**src/rtl/osc_voice_mixer.sv**
```systemverilog
// osc_voice_mixer: scales each oscillator slot by its level and sums per voice.
// Optional OSC_MIX_SAT_EN: clamp mix_out instead of two's-complement wrap.
module osc_voice_mixer #(
  parameter int VOICES  = 8,
  parameter int V_OSC   = 4,
  parameter int V_WIDTH = 3,
  parameter int O_WIDTH = 2
) (
  input  logic               sCLK_XVXOSC,
  input  logic               iRST,
  input  logic signed [16:0] sample_in,
  input  logic               sample_vld,
  input  logic [V_WIDTH-1:0] vx_in,
  input  logic [O_WIDTH-1:0] ox_in,
  input  logic               lvl_wr,
  input  logic [O_WIDTH-1:0] lvl_adr,
  input  logic [7:0]         lvl_data,
  input  logic               err_clr,
  output logic signed [16:0] mix_out,
  output logic               mix_vld,
  output logic [V_WIDTH-1:0] mix_vx,
  output logic               seq_err
);

  localparam logic [O_WIDTH-1:0] OX_LAST = O_WIDTH'(V_OSC - 1);

  typedef struct packed {
    logic               vld;
    logic [V_WIDTH-1:0] vx;
    logic [O_WIDTH-1:0] ox;
    logic signed [16:0] scaled;
  } s1_t;

  logic [7:0]         lvl [V_OSC];
  s1_t                s1;
  logic signed [25:0] prod;

  logic signed [18:0] acc;
  logic [O_WIDTH-1:0] exp_ox;
  logic [V_WIDTH-1:0] grp_vx;
  logic               group_ok;

  logic signed [18:0] add_in;
  logic signed [18:0] acc_nxt;
  logic [V_WIDTH-1:0] gvx_nxt;
  logic [O_WIDTH-1:0] exp_nxt;
  logic               first;
  logic               vx_bad;
  logic               bad;
  logic               ok_nxt;
  logic               err_set;
  logic               emit;
  logic signed [16:0] mix_d;

  // Level is zero-extended so 255 stays a positive gain.
  assign prod = sample_in * $signed({1'b0, lvl[ox_in]});

  always_comb begin
    first   = s1.ox == '0;
    vx_bad  = int'(s1.vx) >= VOICES;
    add_in  = {{2{s1.scaled[16]}}, s1.scaled};
    acc_nxt = first ? add_in : acc + add_in;
    gvx_nxt = first ? s1.vx : grp_vx;
    exp_nxt = O_WIDTH'((int'(s1.ox) + 1) % V_OSC);
    if (first) begin
      bad    = (exp_ox != '0) || vx_bad;
      ok_nxt = !vx_bad;
    end else begin
      bad    = (s1.ox != exp_ox) || (s1.vx != grp_vx) || vx_bad;
      ok_nxt = group_ok && !bad;
    end
    err_set = s1.vld && bad;
    emit    = s1.vld && (s1.ox == OX_LAST) && ok_nxt;
  end

`ifdef OSC_MIX_SAT_EN
  always_comb begin
    unique case (1'b1)
      acc_nxt > 19'sd65535:  mix_d = 17'sh0ffff;
      acc_nxt < -19'sd65536: mix_d = 17'sh10000;
      default:               mix_d = acc_nxt[16:0];
    endcase
  end
`else
  assign mix_d = acc_nxt[16:0];
`endif

  always_ff @(posedge sCLK_XVXOSC) begin
    if (iRST) begin
      for (int i = 0; i < V_OSC; i++) lvl[i] <= '0;
      s1       <= '0;
      acc      <= '0;
      exp_ox   <= '0;
      grp_vx   <= '0;
      group_ok <= 1'b0;
      mix_out  <= '0;
      mix_vld  <= 1'b0;
      mix_vx   <= '0;
      seq_err  <= 1'b0;
    end else begin
      if (lvl_wr) lvl[lvl_adr] <= lvl_data;
      s1.vld <= sample_vld;
      if (sample_vld) begin
        s1.vx     <= vx_in;
        s1.ox     <= ox_in;
        s1.scaled <= 17'(prod >>> 8);
      end
      mix_vld <= 1'b0;
      if (s1.vld) begin
        acc      <= acc_nxt;
        exp_ox   <= exp_nxt;
        grp_vx   <= gvx_nxt;
        group_ok <= ok_nxt;
        if (emit) begin
          mix_vld <= 1'b1;
          mix_out <= mix_d;
          mix_vx  <= gvx_nxt;
        end
      end
      if (err_set) seq_err <= 1'b1;
      else if (err_clr) seq_err <= 1'b0;
    end
  end

endmodule

```
**config.mk**
```make
export PLATFORM = sky130hd
export DESIGN_NAME = osc_voice_mixer
export DESIGN_NICKNAME = d
export VERILOG_FILES = /design/src/rtl/osc_voice_mixer.sv
export SDC_FILE = /design/constraint.sdc
export NUM_CORES = 1
export LEC_CHECK = 0
export ABC_CLOCK_PERIOD_IN_PS = 6700
export CORE_AREA = 2 2 180 111
export DETAILED_ROUTE_END_ITERATION = 7
export DIE_AREA = 0 0 182 113
export PLACE_DENSITY = 0.71
export SYNTH_ARGS = -nofsm -noshare
export SYNTH_HDL_FRONTEND = slang
export SYNTH_SLANG_ARGS = --single-unit
```
**constraint.sdc**
```tcl
create_clock -name sCLK_XVXOSC -period 6.7 [get_ports sCLK_XVXOSC]
set_input_delay 1.675 -clock sCLK_XVXOSC [delete_from_list [all_inputs] [get_ports sCLK_XVXOSC]]
set_output_delay 1.675 -clock sCLK_XVXOSC [all_outputs]
set_load 0.005 [all_outputs]
```
# Word-level counts from Yosys, hierarchy flattened
# Memory sizes are Yosys's and may differ from the RTL's.
# Index checks and enable logic that the tools add are counted.
[classes]
multipliers = 1
reduce_logical = 12
eq_ne = 3
muxes = 15
bitwise = 1
addsub = 2
[ops]
columns = ["operator", "count"]
rows = [
  ["multiplier 17 x 9 -> 25 bit", 1],
  ["adder 19 x 17 -> 19 bit", 1],
  ["2-to-1 mux 19 bit", 1],
  ["2-to-1 mux 1 bit", 11],
  ["2-to-1 mux 8 bit", 1],
  ["OR reduction 8 bit", 1],
  ["logical AND 1 bit", 4],
  ["nonzero test 2 bit", 2],
  ["2-to-1 mux 3 bit", 1],
  ["inequality test 3 bit", 1],
  ["adder 2 x 1 -> 2 bit, second input constant", 1],
  ["equality test 2 bit, second input constant", 1],
  ["logical NOT 2 bit", 1],
  ["2-to-1 mux 2 bit", 1],
  ["inequality test 2 bit", 1],
  ["AND reduction 2 bit", 1],
  ["OR reduction 2 bit", 1],
  ["logical NOT 1 bit", 1],
  ["logical OR 1 bit", 1],
  ["NOT 1 bit", 1],
]
[word_totals]
elab_cells = 47
ramBits = 32
ff_bits = 70
in_bits = 37
n_memories = 1
[memory_table]
columns = ["memory", "words", "word_bits", "read_ports", "rd_ports_with_merged_regs", "wr", "line_no", "source"]
rows = [
  ["lvl", 4, 8, 1, 0, 4, "34", "logic [7:0] lvl [V_OSC];"],
]

# Logic depth before layout (Yosys ltp)
# Gate-level depths: netlist of the first run.
[depth]
ltp_word = 7
ltp_mapped = 21
mapped_depth_nobuf = 19

# Worst setup path after synthesis of the first run
# No wires, ideal clock.
[synth_timing]
path_type = "input to register"
startpoint = "input port ox_in[0]"
endpoint = "register s1 (netlist bit add_in[11])"
required_ns = 6.607
arrival_time_ns = 6.437
setup_ns = 0.093
stages = 19
path_slack_ns = 0.170
path_cell_list = "buf_6 -> mux4_2 -> clkbuf_1 -> nand2_1 -> fa_1 -> fa_1 -> inv_1 -> fa_1 -> inv_1 -> fa_1 -> inv_1 -> ha_1 -> nand2_1 -> o21a_1 -> o22a_4 -> o31a_4 -> o21ai_4 -> nand2_2 -> o311ai_2"
[synth_between]
elab_chain_cells = 2
[synth_rtl]
columns = ["item", "line_no", "source"]
rows = [
  ["start, declared", "14", "input logic [O_WIDTH-1:0] ox_in,"],
  ["memory read (4 x 8 bit)", "-", ""],
  ["multiplier 17 x 9 -> 25 bit", "56", "assign prod = sample_in * $signed({1'b0, lvl[ox_in]});"],
  ["end, declared", "35", "s1_t s1;"],
]
# No other way between the ends.
# A chain may end at the register's enable or synchronous reset.

# Final worst setup path of the first run
[layout_timing]
startpoint = "input port ox_in[0]"
endpoint = "register s1 (netlist bit add_in[14])"
# Same word-level chain as after synthesis.

==> metrics.txt, run 1 <==
run status completed; Reg-to-Reg Start lvl[2][3]$_SDFFCE_PN0P_; port bufs 58; Netlist cell types 63; CTS tree built; overall routing resource usage roughly a quarter; peak supply drop around 340 uV; leakage dissipation between 5 and 6 nW; Max Clk Rate about 150 MHz; Switching Power roughly 0.0021 W; CP bufs+invs 4; setup slack, reg-to-reg roughly 1.4 ns; Hold-fix buffers, CTS 0; syn nets roughly 1200; max-capacitance violation count 0; DRC 0; overall routed net length between 20000 and 25000 um; yosys warns 0; final core utilization 59.8%; Clk Latency, worst-skew pair about 0.35 ns; Comb power frac ~73%; Core Area between 15000 and 20000 um2; slew margin rel. 25.8%; Vert. Die Dim roughly 110 um; Max FO, Critical Path 9; Setup CP Type input port to flop; Finish-stage setup viols 0; Syn-to-layout area delta 20.2%; worst hold slack about 0.48 ns; PwrDens approximately 430 nW/um2; Ant. Diodes 0; number of global-route vias before repair roughly 7600; Largest stage delay, worst path ~0.65 ns; Setup Skew about 0.014 ns; Crit path top cell by count fa_1; Mapped Avg Cell Area around 9.4 um2; Async SR Flop Fraction 0%; placed cells around 1300; EDFF count, synth 32; Iter 0 DRT Violations ~460; total gr overflow 0; DIE AREA between 20000 and 25000 um2; CP Data Arrival Time between 6 and 7 ns; worst slew pin tran roughly 1.1 ns; Avg Vias per Cell ~5.4; row count 39; Tcrit/Tclk final ~96%; register bit total from synthesis 100; IO Pins 59; crit-path cells clkbuf_4 > buf_12 > mux4_2 > and2_1 > fa_1 > fa_1 > fa_1 > inv_1 > fa_1 > inv_1 > ha_1 > a21o_1 > a31oi_2 > o2111ai_1 > o221ai_4 > nand2b_1 > a21oi_2 > nor3_1 > a221o_1; Starting Density between 40 and 50%; commonest non-fill, non-tap cell in the layout inv_1; sequential power share between 15 and 20%; Fin. Hold Viols 0; Top FF cell, synth dfxtp_1; switching share of power between 40% and 50%; CP Data Required Time roughly 6.9 ns; share of layout cells above drive strength 1 between 10% and 20%; post-layout instance count excluding filler cells approximately 1400; Min-Delay Path Class flop to flop; cell area after synthesis between 9000 and 10000 um2; register area share after synthesis between 20% and 30%; Cells after Synth 995; final instance area around 11000 um2; post-DP HPWL 16400 um; Worst Hold End group_ok$_SDFFE_PP0P_; Power Total about 0.0048 W; CTS Sinks 100; clock power share between 10% and 20%; gp weighted congestion between 0.8 and 0.9; vias post-DR around 7300; router iterations before antenna repair 5; critical path's slowest cell mux4_2; CTS buffer count 9; Internal 0.00273 W; clk slew on worst S/H paths around 0.07 ns; Nets about 1300; commonest cells after routing, fill and taps aside inv_1 (149), and2_1 (107), fa_1 (106); DRT antenna net count 0; Clock H-tree levels 3; crit path capture type flop; Die W roughly 180 um; worst r2r dst add_in[14]$_SDFFE_PP0P_; initial antenna violation count 1; Period minus WS final 6.46 ns; Top delay family on crit path adder cells; cells on worst reg2reg path 17; largest net degree at the start of global routing slightly below 70; placed inst area around 11000 um2; CP Launch Type input port; HP Start group_ok$_SDFFE_PP0P_; Final Max Slew Viols 0; CTS root buf clkbuf_16; Routed WL per cell between 15 and 20 um; first-pass GRT wire length 38200 um; clk buf depth 2; Hold Crit Depth 2
==> repair_timing <==
| item | CTS | global route |
|---|---|---|
| setup buffers | 10 | 4 |
| gates cloned | 4 | 1 |
| setup endpoints to repair | 14 | 15 |
| resized for setup | 7 | 27 |
| pin swaps | 1 | 12 |
==> cells in the mapped netlist (2+ instances only) <==
cell type / count / share of area (%)
nor2b_1: 6 / 0.40
nand4_1: 3 / 0.20
dfxtp_1: 68 / 15
and2_1: 109 / 7.3
nand3b_1: 2 / 0.16
o221ai_2: 2 / 0.32
or2_2: 5 / 0.33
and4_1: 2 / 0.19
a31oi_1: 2 / 0.13
o21ai_1: 4 / 0.21
a21o_1: 13 / 1.0
nor3_1: 16 / 0.86
o22ai_1: 2 / 0.13
o31a_1: 3 / 0.28
a211oi_1: 35 / 2.8
xor2_1: 12 / 1.1
a221o_1: 2 / 0.21
nand2_1: 90 / 3.6
o21a_1: 13 / 1.0
o21bai_1: 2 / 0.16
mux2i_1: 26 / 2.8
buf_1: 8 / 0.32
inv_1: 150 / 6.0
and3_1: 2 / 0.13
a21oi_1: 41 / 2.2
xnor2_1: 15 / 1.4
fa_1: 106 / 23
clkbuf_1: 23 / 0.92
edfxtp_1: 32 / 10
or3_1: 2 / 0.13
o2111ai_1: 2 / 0.19
nand3_1: 12 / 0.64
nor3b_1: 4 / 0.32
nand2b_1: 2 / 0.13
o211ai_1: 2 / 0.16
nor2_1: 65 / 2.6
o21ai_0: 17 / 0.91
mux4_2: 7 / 1.7
ha_1: 63 / 8.4
or4_1: 2 / 0.16
==> registers in the layout, indices dropped and copies added (netlist names), 2 cells and up <==
name,count
acc,17
add_in,17
exp_ox,2
grp_vx,3
lvl,32
mix_out,17
mix_vx,3
s1,6
==> cell families after synthesis <==
family	count (synthesis)	synth area share [%]
XOR/XNOR	27	2.53
adder cells (fa/ha/maj)	169	31.1
flip-flops	100	24.8
multiplexers	34	4.74
buffers and inverters	183	7.43
AO/OA/AOI/OAI	153	11.5
AND/OR/NAND/NOR	329	17.9
==> worst reg2reg max path, delay by kind of cell (launching register included) <==
kind | cells | cell delay [ns]
AND/OR/NAND/NOR | 3 | 0.42
multiplexers | 1 | 0.61
AO/OA/AOI/OAI | 6 | 1.30
flip-flops | 1 | 0.48
adder cells (fa/ha/maj) | 5 | 2.28
buffers and inverters | 2 | 0.09
==> final cells by class <==
| type | instances | area, um2 |
|---|---|---|
| Inverter | 150 | 563 |
| Clock inverter | 7 | 96.3 |
| Tap cell | 246 | 308 |
| Multi-Input combinational cell | 715 | 6510 |
| Timing Repair Buffer | 138 | 1230 |
| Sequential cell | 100 | 2320 |
| Clock buffer | 9 | 225 |
| Fill cell | 1598 | 7580 |
==> power groups by stage <==
stage	combinational [W]	sequential (W)	clock (W)
2_1_floorplan	0.00222	0.000735	0
3_3_place_gp	0.00324	0.000753	0
3_5_place_dp	0.00333	0.000754	0
4_1_cts	0.00339	0.000747	0.000570
5_1_grt	0.00401	0.000754	0.000594
6_report	0.00353	0.000747	0.000559
==> how the worst max path moves through the flow <==
stage / to / depth (start not counted) / slack, ns / startpoint
floorplan: add_in[11]$_SDFFE_PP0P_ / 19 / 0.17 / ox_in[0]
global route: add_in[8]$_SDFFE_PP0P_ / 22 / -0.01 / ox_in[0]
finish: add_in[14]$_SDFFE_PP0P_ / 19 / 0.24 / ox_in[0]
detailed placement: add_in[14]$_SDFFE_PP0P_ / 19 / -0.64 / ox_in[0]
CTS: add_in[14]$_SDFFE_PP0P_ / 19 / 0.01 / ox_in[1]
global placement: add_in[14]$_SDFFE_PP0P_ / 19 / -0.46 / ox_in[0]
==> metal layers <==
layer / global-route usage, % / routed length (um) / part of all wire [%] / up-vias
met2: 37.3 / 10100 / 45 / 169
li1: - / - / - / 3521
met4: 2.85 / 108 / 0.48 / 2
met3: 4.06 / 1440 / 6.4 / 15
met5: 0 / 13 / 0.058 / -
met1: 34.2 / 10800 / 48 / 3613
==> metrics by stage <==
stage / TNS, ns / setup slack (ns)
after floorplan: 0 / 0.170
after global placement: -5.49 / -0.462
after detailed placement: -7.15 / -0.636
after CTS: 0 / 0.0135
after global routing: -0.0171 / -0.0115
final: 0 / 0.235
Power figures use the tool's default switching activity.
==> inputs of run 2 (changes only) <==
- SLEW_MARGIN: unset -> 20
==> results of run 2 <==
Same layout as run 1: the final DEF is identical, and so are final timing and power.
